### src/rtl/interval_arbiter_if.sv
// Handshake bundle between the interval arbiter (slave) and its client/requester side (master).
interface interval_arbiter_if;
  logic [1:0] req;
  logic [3:0] len0;
  logic [3:0] len1;
  logic [1:0] gnt;
  logic [1:0] done;
  logic       busy;
  logic [3:0] q;

  modport master (output req, len0, len1, input gnt, done, busy, q);
  modport slave  (input req, len0, len1, output gnt, done, busy, q);
endinterface

### src/rtl/interval_arbiter.sv
// Round-robin share of one 4-bit interval counter between two requesters; grant 1 cycle after req, done L cycles later.
// No backpressure: a requester holds req for the interval, and dropping it aborts without a done pulse.
module interval_arbiter (
  input  logic             clk,
  input  logic             rst,
  interval_arbiter_if.slave bus
);

  typedef enum logic [1:0] {IDLE, COUNT, DONE} state_t;

  state_t     state_q, state_d;
  logic       owner_q, owner_d;
  logic       last_q, last_d;
  logic [3:0] len_q, len_d;
  logic [3:0] cnt_q, cnt_d;
  logic [1:0] gnt_q, gnt_d;
  logic [1:0] done_q, done_d;
  logic       busy_q, busy_d;
  logic       pick;

  always_comb begin
    state_d = state_q;
    owner_d = owner_q;
    last_d  = last_q;
    len_d   = len_q;
    cnt_d   = cnt_q;
    gnt_d   = gnt_q;
    done_d  = 2'b00;
    // On a tie the requester that did not go last wins; a lone request always wins.
    pick    = (bus.req == 2'b11) ? ~last_q : bus.req[1];

    case (state_q)
      IDLE: begin
        if (|bus.req) begin
          state_d = COUNT;
          owner_d = pick;
          last_d  = pick;
          len_d   = pick ? bus.len1 : bus.len0;
          cnt_d   = 4'd0;
          gnt_d   = pick ? 2'b10 : 2'b01;
        end
      end
      COUNT: begin
        if (!bus.req[owner_q]) begin
          state_d = IDLE;
          gnt_d   = 2'b00;
          cnt_d   = 4'd0;
        end else if (cnt_q == len_q - 4'd1) begin
          // len 0 wraps to a terminal count of 15, giving a 16-cycle interval.
          state_d = DONE;
          gnt_d   = 2'b00;
          done_d  = owner_q ? 2'b10 : 2'b01;
          cnt_d   = 4'd0;
        end else begin
          cnt_d = cnt_q + 4'd1;
        end
      end
      DONE: begin
        state_d = IDLE;
        gnt_d   = 2'b00;
      end
      default: begin
        state_d = IDLE;
        gnt_d   = 2'b00;
        cnt_d   = 4'd0;
      end
    endcase

    busy_d = (state_d != IDLE);
  end

  always_ff @(posedge clk or posedge rst) begin
    if (rst) begin
      state_q <= IDLE;
      owner_q <= 1'b0;
      last_q  <= 1'b1;
      len_q   <= 4'd0;
      cnt_q   <= 4'd0;
      gnt_q   <= 2'b00;
      done_q  <= 2'b00;
      busy_q  <= 1'b0;
    end else begin
      state_q <= state_d;
      owner_q <= owner_d;
      last_q  <= last_d;
      len_q   <= len_d;
      cnt_q   <= cnt_d;
      gnt_q   <= gnt_d;
      done_q  <= done_d;
      busy_q  <= busy_d;
    end
  end

  assign bus.gnt  = gnt_q;
  assign bus.done = done_q;
  assign bus.busy = busy_q;
  assign bus.q    = cnt_q;

endmodule

### src/flat_wrapper.sv
// flat-port wrapper written by rule: the top's interface ports become plain ports
module interval_arbiter_flat 
  (clk, rst, bus_req, bus_len0, bus_len1, bus_gnt, bus_done, bus_busy, bus_q);
  interval_arbiter_if bus_i ();
  input  logic clk;
  input  logic rst;
  input wire logic [$bits(bus_i.req)-1:0] bus_req;
  input wire logic [$bits(bus_i.len0)-1:0] bus_len0;
  input wire logic [$bits(bus_i.len1)-1:0] bus_len1;
  output wire logic [$bits(bus_i.gnt)-1:0] bus_gnt;
  output wire logic [$bits(bus_i.done)-1:0] bus_done;
  output wire logic [$bits(bus_i.busy)-1:0] bus_busy;
  output wire logic [$bits(bus_i.q)-1:0] bus_q;
  assign bus_i.req = bus_req;
  assign bus_i.len0 = bus_len0;
  assign bus_i.len1 = bus_len1;
  assign bus_gnt = bus_i.gnt;
  assign bus_done = bus_i.done;
  assign bus_busy = bus_i.busy;
  assign bus_q = bus_i.q;
  interval_arbiter u_core (.clk(clk), .rst(rst), .bus(bus_i));
endmodule
### config.mk
export PLATFORM = sky130hd
export DESIGN_NAME = interval_arbiter_flat
export DESIGN_NICKNAME = d
export VERILOG_FILES = /design/src/rtl/interval_arbiter_if.sv /design/src/rtl/interval_arbiter.sv /design/src/flat_wrapper.sv
export SDC_FILE = /design/constraint.sdc
export NUM_CORES = 1
export LEC_CHECK = 0
export BUFFER_PORTS_ARGS = -buffer_cell sky130_fd_sc_hd__buf_2
export CAP_MARGIN = 20
export CORE_MARGIN = 2
export CORE_UTILIZATION = 50
export CTS_CLUSTER_DIAMETER = 60
export DETAILED_ROUTE_END_ITERATION = 12
export PLACE_DENSITY = 0.75
export RECOVER_POWER = 100
export SLEW_MARGIN = 20
export SYNTH_ARGS = -nofsm -noshare
export SYNTH_HDL_FRONTEND = slang
export SYNTH_SLANG_ARGS = --single-unit
### constraint.sdc
create_clock -name clk -period 3.5 [get_ports clk]
set_input_delay 0.35 -clock clk [delete_from_list [all_inputs] [get_ports clk]]
set_output_delay 0.35 -clock clk [all_outputs]
set_load 0.005 [all_outputs]
==> results_dict.tcl, run 1 <==
set metrics [dict create \
    status "finished, final reports clean" \
    rsz0062_at_grt "no" \
    grt_pass1_wl_um 2640 \
    crit_path_end_kind "register" \
    fp.dieH_um 45.7 \
    slew_headroom_pct 58.4 \
    power.total_w 0.000754 \
    antenna_found_initial 0 \
    synth.top_cell.area_share_pct 46.0 \
    synth_ff_type "dfrtp_1" \
    hold-worst-slack_ns 0.114 \
    initial_core_util_pct 51.5 \
    fin_tns_setup_ns 0 \
    htreeDepth 1 \
    finalWeightedCongestion 0.801 \
    worstPathArrival_ns 2.06 \
    core_region_area_sq_mm 0.00169 \
    cts_sinks 17 \
    drc 0 \
    synth.avg_cell_area_sq_um 10.1 \
    io_pins 21 \
    cp-start-kind "register" \
    maxCapViolCount 0 \
    cts_tree "yes" \
    cellPowerDensity_mw_per_mm2 749 \
    worstPathRequired_ns 3.68 \
    overflow 0 \
    antenna_left 0 \
    hp-class "input pin to asynchronous set/reset pin" \
    ir_drop_mv 0.346 \
    die_w_um 45.7 \
    cts_resized 0 \
    hold_violations 0 \
    synth_nets 100 \
    finClkSkew_ns 0.00341 \
    die_area_sq_mm 0.00209 \
    synth_most_common_cell "dfrtp_1" \
    yosysTopAreaCell "dfrtp_1" \
    cts_setup_buffers 0 \
    crit_type "register to register" \
    cts.path.max_buffers 2 \
    synth-edff-count 0 \
    synth-seq-area-share_pct 49.1 \
    max_freq_ghz 0.533 \
    cts_buffers 3 \
    drive_above_1_share_pct 23.6 \
    drt-wirelength-per-cell_um 12.8 \
    setup_violations 0 \
    insertion_delay_ns 0.29 \
    num_antenna_cells 0 \
    routed_wl_um 1620 \
    drt_pass1_iterations 4 \
    total_leakage_power_nw 0.509 \
    num_vias 726 \
    ys_top_cells_by_area "dfrtp_1, nand2_1, mux2i_1" \
    dp_hpwl_um 1220 \
    synthToLayoutAreaGrowth_pct 15.8 \
    grt_use_total_pct 18.1 \
    postCtsHoldBufs 0 \
    grt_max_degree 18 \
    num_rows 15 \
    maxSlewViolCount 0 \
    via_per_inst 5.72 \
    tightest_slew_ns 0.623 \
    ys_ff_latch 17 \
    timing.final.crit_share_pct 53.6 \
    ys_types 31 \
    synth_area_sq_um 870 \
    postSynthCellCount 86 \
    yosysWarningCount 0 \
    fin_crit_ns 1.87 \
    fin_nets 125 \
    portBuffers 20 \
    first_iter_violations 9 \
    cts-root-buf "clkbuf_4" \
    clk_pin_slew_ns 0.10 \
    cp_max_fo 5 \
    yosys-top-cells-count "dfrtp_1, nand2_1, o21ai_0" \
    async_flop_share_pct 100 \
    first_global_vias 615 \
]
[routing by layer]
metal  global-route usage [%]  wire (um)  vias up  share of wire [%]
met5                        0          0        -                  0
met4                     10.3         36        0                2.2
met3                     2.38         74        4                4.6
met2                     29.3        785       24                 48
met1                     23.2        727      347                 45
li1                         -          -      351                  -
[layout make-up]
cell class	instances	area (sq um)
Fill cell	149	682
Timing Repair Buffer	21	100
Clock buffer	3	22.5
Sequential cell	17	427
Clock inverter	1	5.00
Tap cell	17	21.3
Inverter	6	22.5
Multi-Input combinational cell	62	409
[stage by stage]
stage / setup WS, ns / utilization, % / instance area, sq um / instances
finish: 1.63 / 59.6 / 1010 / 127
global placement: 1.77 / 58.4 / 987 / 122
CTS: 1.72 / 60.1 / 1010 / 126
floorplan: 1.86 / - / 870 / 86
detailed placement: 1.74 / 58.4 / 987 / 122
global route: 1.51 / 59.6 / 1010 / 127
[cells by family after synthesis]
logic type                 after synthesis  synth area share [%]
AOI/OAI and AO/OA                       18                  14.4
xor gates and xnor gates                 5                  6.62
adders and majority gates                2                  2.88
buffers and inverters                    7                  3.02
DFF                                     17                  49.1
muxes                                    5                  5.76
and+or+nand+nor                         32                  18.3
[where the power goes]
part / total [W] / leakage [nW] / internal (W) / switching (W)
clock: 0.000107 / 0.0177 / 0.0000425 / 0.0000646
combinational: 0.000310 / 0.274 / 0.000139 / 0.000171
sequential: 0.000337 / 0.217 / 0.000270 / 0.0000674
total: 0.000754 / 0.509 / 0.000452 / 0.000303
[worst paths after layout]
kind	slack (ns)	cells after the start	endpoint	start
max	1.63	6	u_core.bus.gnt[0]	u_core.len_q[0]
min	0.11	2	u_core.bus.q[0]	rst
max reg2reg	1.63	6	u_core.bus.gnt[0]	u_core.len_q[0]
min reg2reg	0.52	2	u_core.len_q[3]	u_core.len_q[3]
max in group asynchronous	2.98	2	u_core.len_q[3]	rst
min in group clk	0.32	2	u_core.last_q	bus_req[0]
[layout by cell type (no fill, tap or decap)]
cell type / count
or2_2: 1
and2_1: 1
dfrtp_1: 16
or2_0: 1
nor3_1: 3
nand2_1: 14
ha_1: 2
xor2_1: 2
nor4b_1: 1
o21ba_2: 1
o21ai_0: 7
nand2b_1: 1
dfstp_2: 1
inv_1: 6
o221ai_1: 1
buf_2: 17
xnor2_1: 2
clkinv_2: 1
clkbuf_1: 4
a21oi_1: 2
a32o_1: 1
mux2i_1: 5
a31oi_1: 1
a21boi_2: 1
nor2_1: 5
o211ai_1: 2
a311o_1: 1
clkbuf_4: 3
nand3b_1: 1
xnor3_1: 1
o311ai_0: 1
nand3_1: 3
and2b_2: 1
[critical path: stages (launching register included)]
cell and delay, ns:
dfrtp_1 0.41, inv_1 0.06, ha_1 0.30, xor2_1 0.14, nand3_1 0.17, or2_0 0.34
a311o_1 0.35
[sequential cells by signal, indices dropped and copies added (netlist names)]
name,flops
u_core.last_q,1
u_core.bus.gnt,2
u_core.bus.q,4
u_core.bus.done,2
u_core.len_q,4
u_core.state_q,2
u_core.owner_q,1
u_core.bus.busy,1
Power figures use the tool's default switching activity.
==> run 2, diff against run 1 <==
--- a/config.mk
+++ b/config.mk
@@ -5,13 +5,14 @@
 export SDC_FILE = /design/constraint.sdc
 export NUM_CORES = 1
 export LEC_CHECK = 0
+export ABC_AREA = 1
 export BUFFER_PORTS_ARGS = -buffer_cell sky130_fd_sc_hd__buf_2
 export CAP_MARGIN = 20
 export CORE_MARGIN = 2
-export CORE_UTILIZATION = 50
+export CORE_UTILIZATION = 46
 export CTS_CLUSTER_DIAMETER = 60
 export DETAILED_ROUTE_END_ITERATION = 12
-export PLACE_DENSITY = 0.75
+export PLACE_DENSITY = 0.73
 export RECOVER_POWER = 100
 export SLEW_MARGIN = 20
 export SYNTH_ARGS = -nofsm -noshare
==> constraint.sdc (replaced) <==
create_clock -name clk -period 1.51 [get_ports clk]
set_input_delay 0.151 -clock clk [delete_from_list [all_inputs] [get_ports clk]]
set_output_delay 0.151 -clock clk [all_outputs]
set_load 0.005 [all_outputs]
==> results_dict.tcl, run 2 <==
set metrics [dict create \
    ys_types 16 \
    crit_slowest_cell "dfrtp_1" \
    status "finished, final reports clean" \
    final_common_cell "nand2_1" \
    finalWeightedCongestion 0.755 \
    worstPathRequired_ns 1.71 \
    synth_most_common_cell "nand2_1" \
    grt_use_total_pct 19.2 \
    synth_top_family_by_area "simple AND/OR/NAND/NOR gates" \
    fp.dieH_um 47.3 \
    setup_slack_ns 0.0648 \
    utilization_pct 61.2 \
    synth_compound_area_share_pct 12.5 \
    postSynthCellCount 107 \
    synth.top_cell.area_share_pct 46.4 \
    hp-class "input pin to register" \
    grt_max_degree 18 \
    min_delay_worst_endpoint "u_core.len_q[3]" \
    io_pins 21 \
    cp_max_fo 4 \
    ys_ff_latch 17 \
    num_vias 760 \
    synth_xor_area_share_pct 3.05 \
    timing.final.crit_share_pct 95.7 \
    synthSimpleGateAreaFrac_pct 23.4 \
    synth-seq-area-share_pct 49.5 \
    core_region_area_sq_mm 0.00175 \
    total_leakage_power_nw 0.588 \
    via_per_inst 4.78 \
    hold_depth 3 \
    initial_core_util_pct 49.4 \
    first_iter_violations 8 \
    synthToLayoutAreaGrowth_pct 23.9 \
    maxCapViolCount 0 \
    ys_top_cells_by_area "dfrtp_1, nand2_1, inv_1" \
    fin_nets 149 \
    synth_area_sq_um 862 \
    synth_ff_type "dfrtp_1" \
    synth_nets 121 \
    fin_cells 159 \
    die_area_sq_mm 0.00224 \
    fin_crit_ns 1.45 \
    num_antenna_cells 0 \
    cts-root-buf "clkbuf_4" \
    antenna_left 0 \
    reg2reg_depth 10 \
    cts_buffers 3 \
    drive_above_1_share_pct 29.9 \
    drc 0 \
    worstPathArrival_ns 1.65 \
    setup_violations 0 \
    dp_hpwl_um 1280 \
    routed_wl_um 1780 \
    drt-wirelength-per-cell_um 11.2 \
    r2r-end "u_core.bus.gnt[1]" \
    synth-edff-count 0 \
    cp_cell_sequence "inv_2 -> ha_4 -> xor2_1 -> nand2_1 -> nor2_2 -> nand2_2 -> nand2_4 -> nand2_4 -> nand2_2 -> nand2_1" \
    synth.avg_cell_area_sq_um 8.06 \
    crit_type "register to register" \
    hold_violations 0 \
    min-delay-start "bus_len1[3]" \
    crit_path_end_kind "register" \
    slew_headroom_pct 58.2 \
    rsz0062_at_grt "yes" \
    place_inst 153 \
    slowest_delay_ns 0.38 \
    yosysTopAreaCell "dfrtp_1" \
    r2r-start "u_core.len_q[0]" \
    crit_family "simple AND/OR/NAND/NOR gates" \
    ir_drop_mv 0.876 \
    r2r_slack_ns 0.06 \
    antenna_found_initial 0 \
    die_w_um 47.3 \
    async_flop_share_pct 100 \
    insertion_delay_ns 0.30 \
    dp_slack_ns 0.0250 \
    tightest_slew_ns 0.626 \
    cp-start-kind "register" \
    cts_tree "yes" \
    htreeDepth 1 \
    cts_sinks 17 \
    cellPowerDensity_mw_per_mm2 1840 \
    yosys-top-cells-count "nand2_1, inv_1, dfrtp_1" \
    overflow 0 \
    clk_pin_slew_ns 0.10 \
    final_cell_mix "nand2_1, buf_2, dfrtp_1, inv_1, nor2_1" \
    grt_pass1_wl_um 2880 \
    first_global_vias 683 \
    path_buf_inv 1 \
    yosysWarningCount 0 \
    cts.path.max_buffers 2 \
    max_freq_ghz 0.692 \
    portBuffers 20 \
    num_rows 15 \
    maxSlewViolCount 0 \
    synthMuxAreaShare_pct 0 \
    finClkSkew_ns 0.00336 \
    drt_pass1_iterations 4 \
    synthAdderAreaFrac_pct 2.90 \
]
[run 2: metal layers]
metal	wire [um]	track usage, %	vias up
met5	0	0	-
met4	42	11.7	0
met3	59	4.62	5
met2	851	28.9	18
met1	829	24.8	348
li1	-	-	389
[run 2: report_power, final]
| part | internal (W) | switching [W] | total (W) |
|---|---|---|---|
| combinational | 0.000387 | 0.000572 | 0.000959 |
| clock | 0.0000990 | 0.000158 | 0.000257 |
| sequential | 0.000630 | 0.000122 | 0.000752 |
| total | 0.00112 | 0.000852 | 0.00197 |
[run 2: worst max path at each step]
| stage | startpoint | slack, ns | depth (start not counted) | to |
|---|---|---|---|---|
| after floorplan | u_core.len_q[0] | 0.12 | 10 | u_core.bus.gnt[1] |
| after global placement | u_core.len_q[0] | 0.07 | 10 | u_core.bus.gnt[1] |
| after detailed placement | u_core.len_q[0] | 0.02 | 10 | u_core.bus.gnt[1] |
| after CTS | u_core.len_q[0] | 0.01 | 10 | u_core.bus.gnt[1] |
| after global routing | u_core.len_q[0] | -0.09 | 13 | u_core.bus.gnt[1] |
| final | u_core.len_q[0] | 0.06 | 10 | u_core.bus.gnt[1] |
[run 2: stage by stage]
stage                     setup TNS, ns  hold slack, ns  power, W  area (sq um)
after floorplan                       0          0.0763   0.00137           862
after global placement                0           0.263   0.00158          1000
after detailed placement              0           0.271   0.00161          1000
after CTS                             0           0.108   0.00187          1040
after global routing             -0.189           0.121   0.00217          1070
final                                 0           0.105   0.00197          1070
[run 2: worst register-to-register path, cell delays in order, from the launching register on]
cell and delay (ns):
dfrtp_1 0.38, inv_2 0.06, ha_4 0.26, xor2_1 0.13
nand2_1 0.07, nor2_2 0.11, nand2_2 0.10, nand2_4 0.10
nand2_4 0.06, nand2_2 0.05, nand2_1 0.04
[run 2: layout make-up]
| class | count | area (sq um) |
|---|---|---|
| Fill cell | 152 | 677 |
| Sequential cell | 17 | 427 |
| Multi-Input combinational cell | 70 | 385 |
| Timing Repair Buffer | 23 | 123 |
| Inverter | 20 | 75.1 |
| Tap cell | 25 | 31.3 |
| Clock buffer | 3 | 22.5 |
| Clock inverter | 1 | 5.00 |
[run 2: cells by family (layout without fill, tap and decap cells)]
family	after synthesis	in the layout
AND/OR/NAND/NOR	47	47
buffers and inverters	20	47
AO/OA/AOI/OAI	18	18
flip-flops	17	17
XOR/XNOR	3	3
adder cells (fa/ha/maj)	2	2
[run 2: timing repair]
action	in CTS	in global routing
endpoints found under the hold margin	16	0
endpoints found under the setup margin	0	9
hold buffers	1	0
setup buffers	0	1
gates resized for setup	0	9
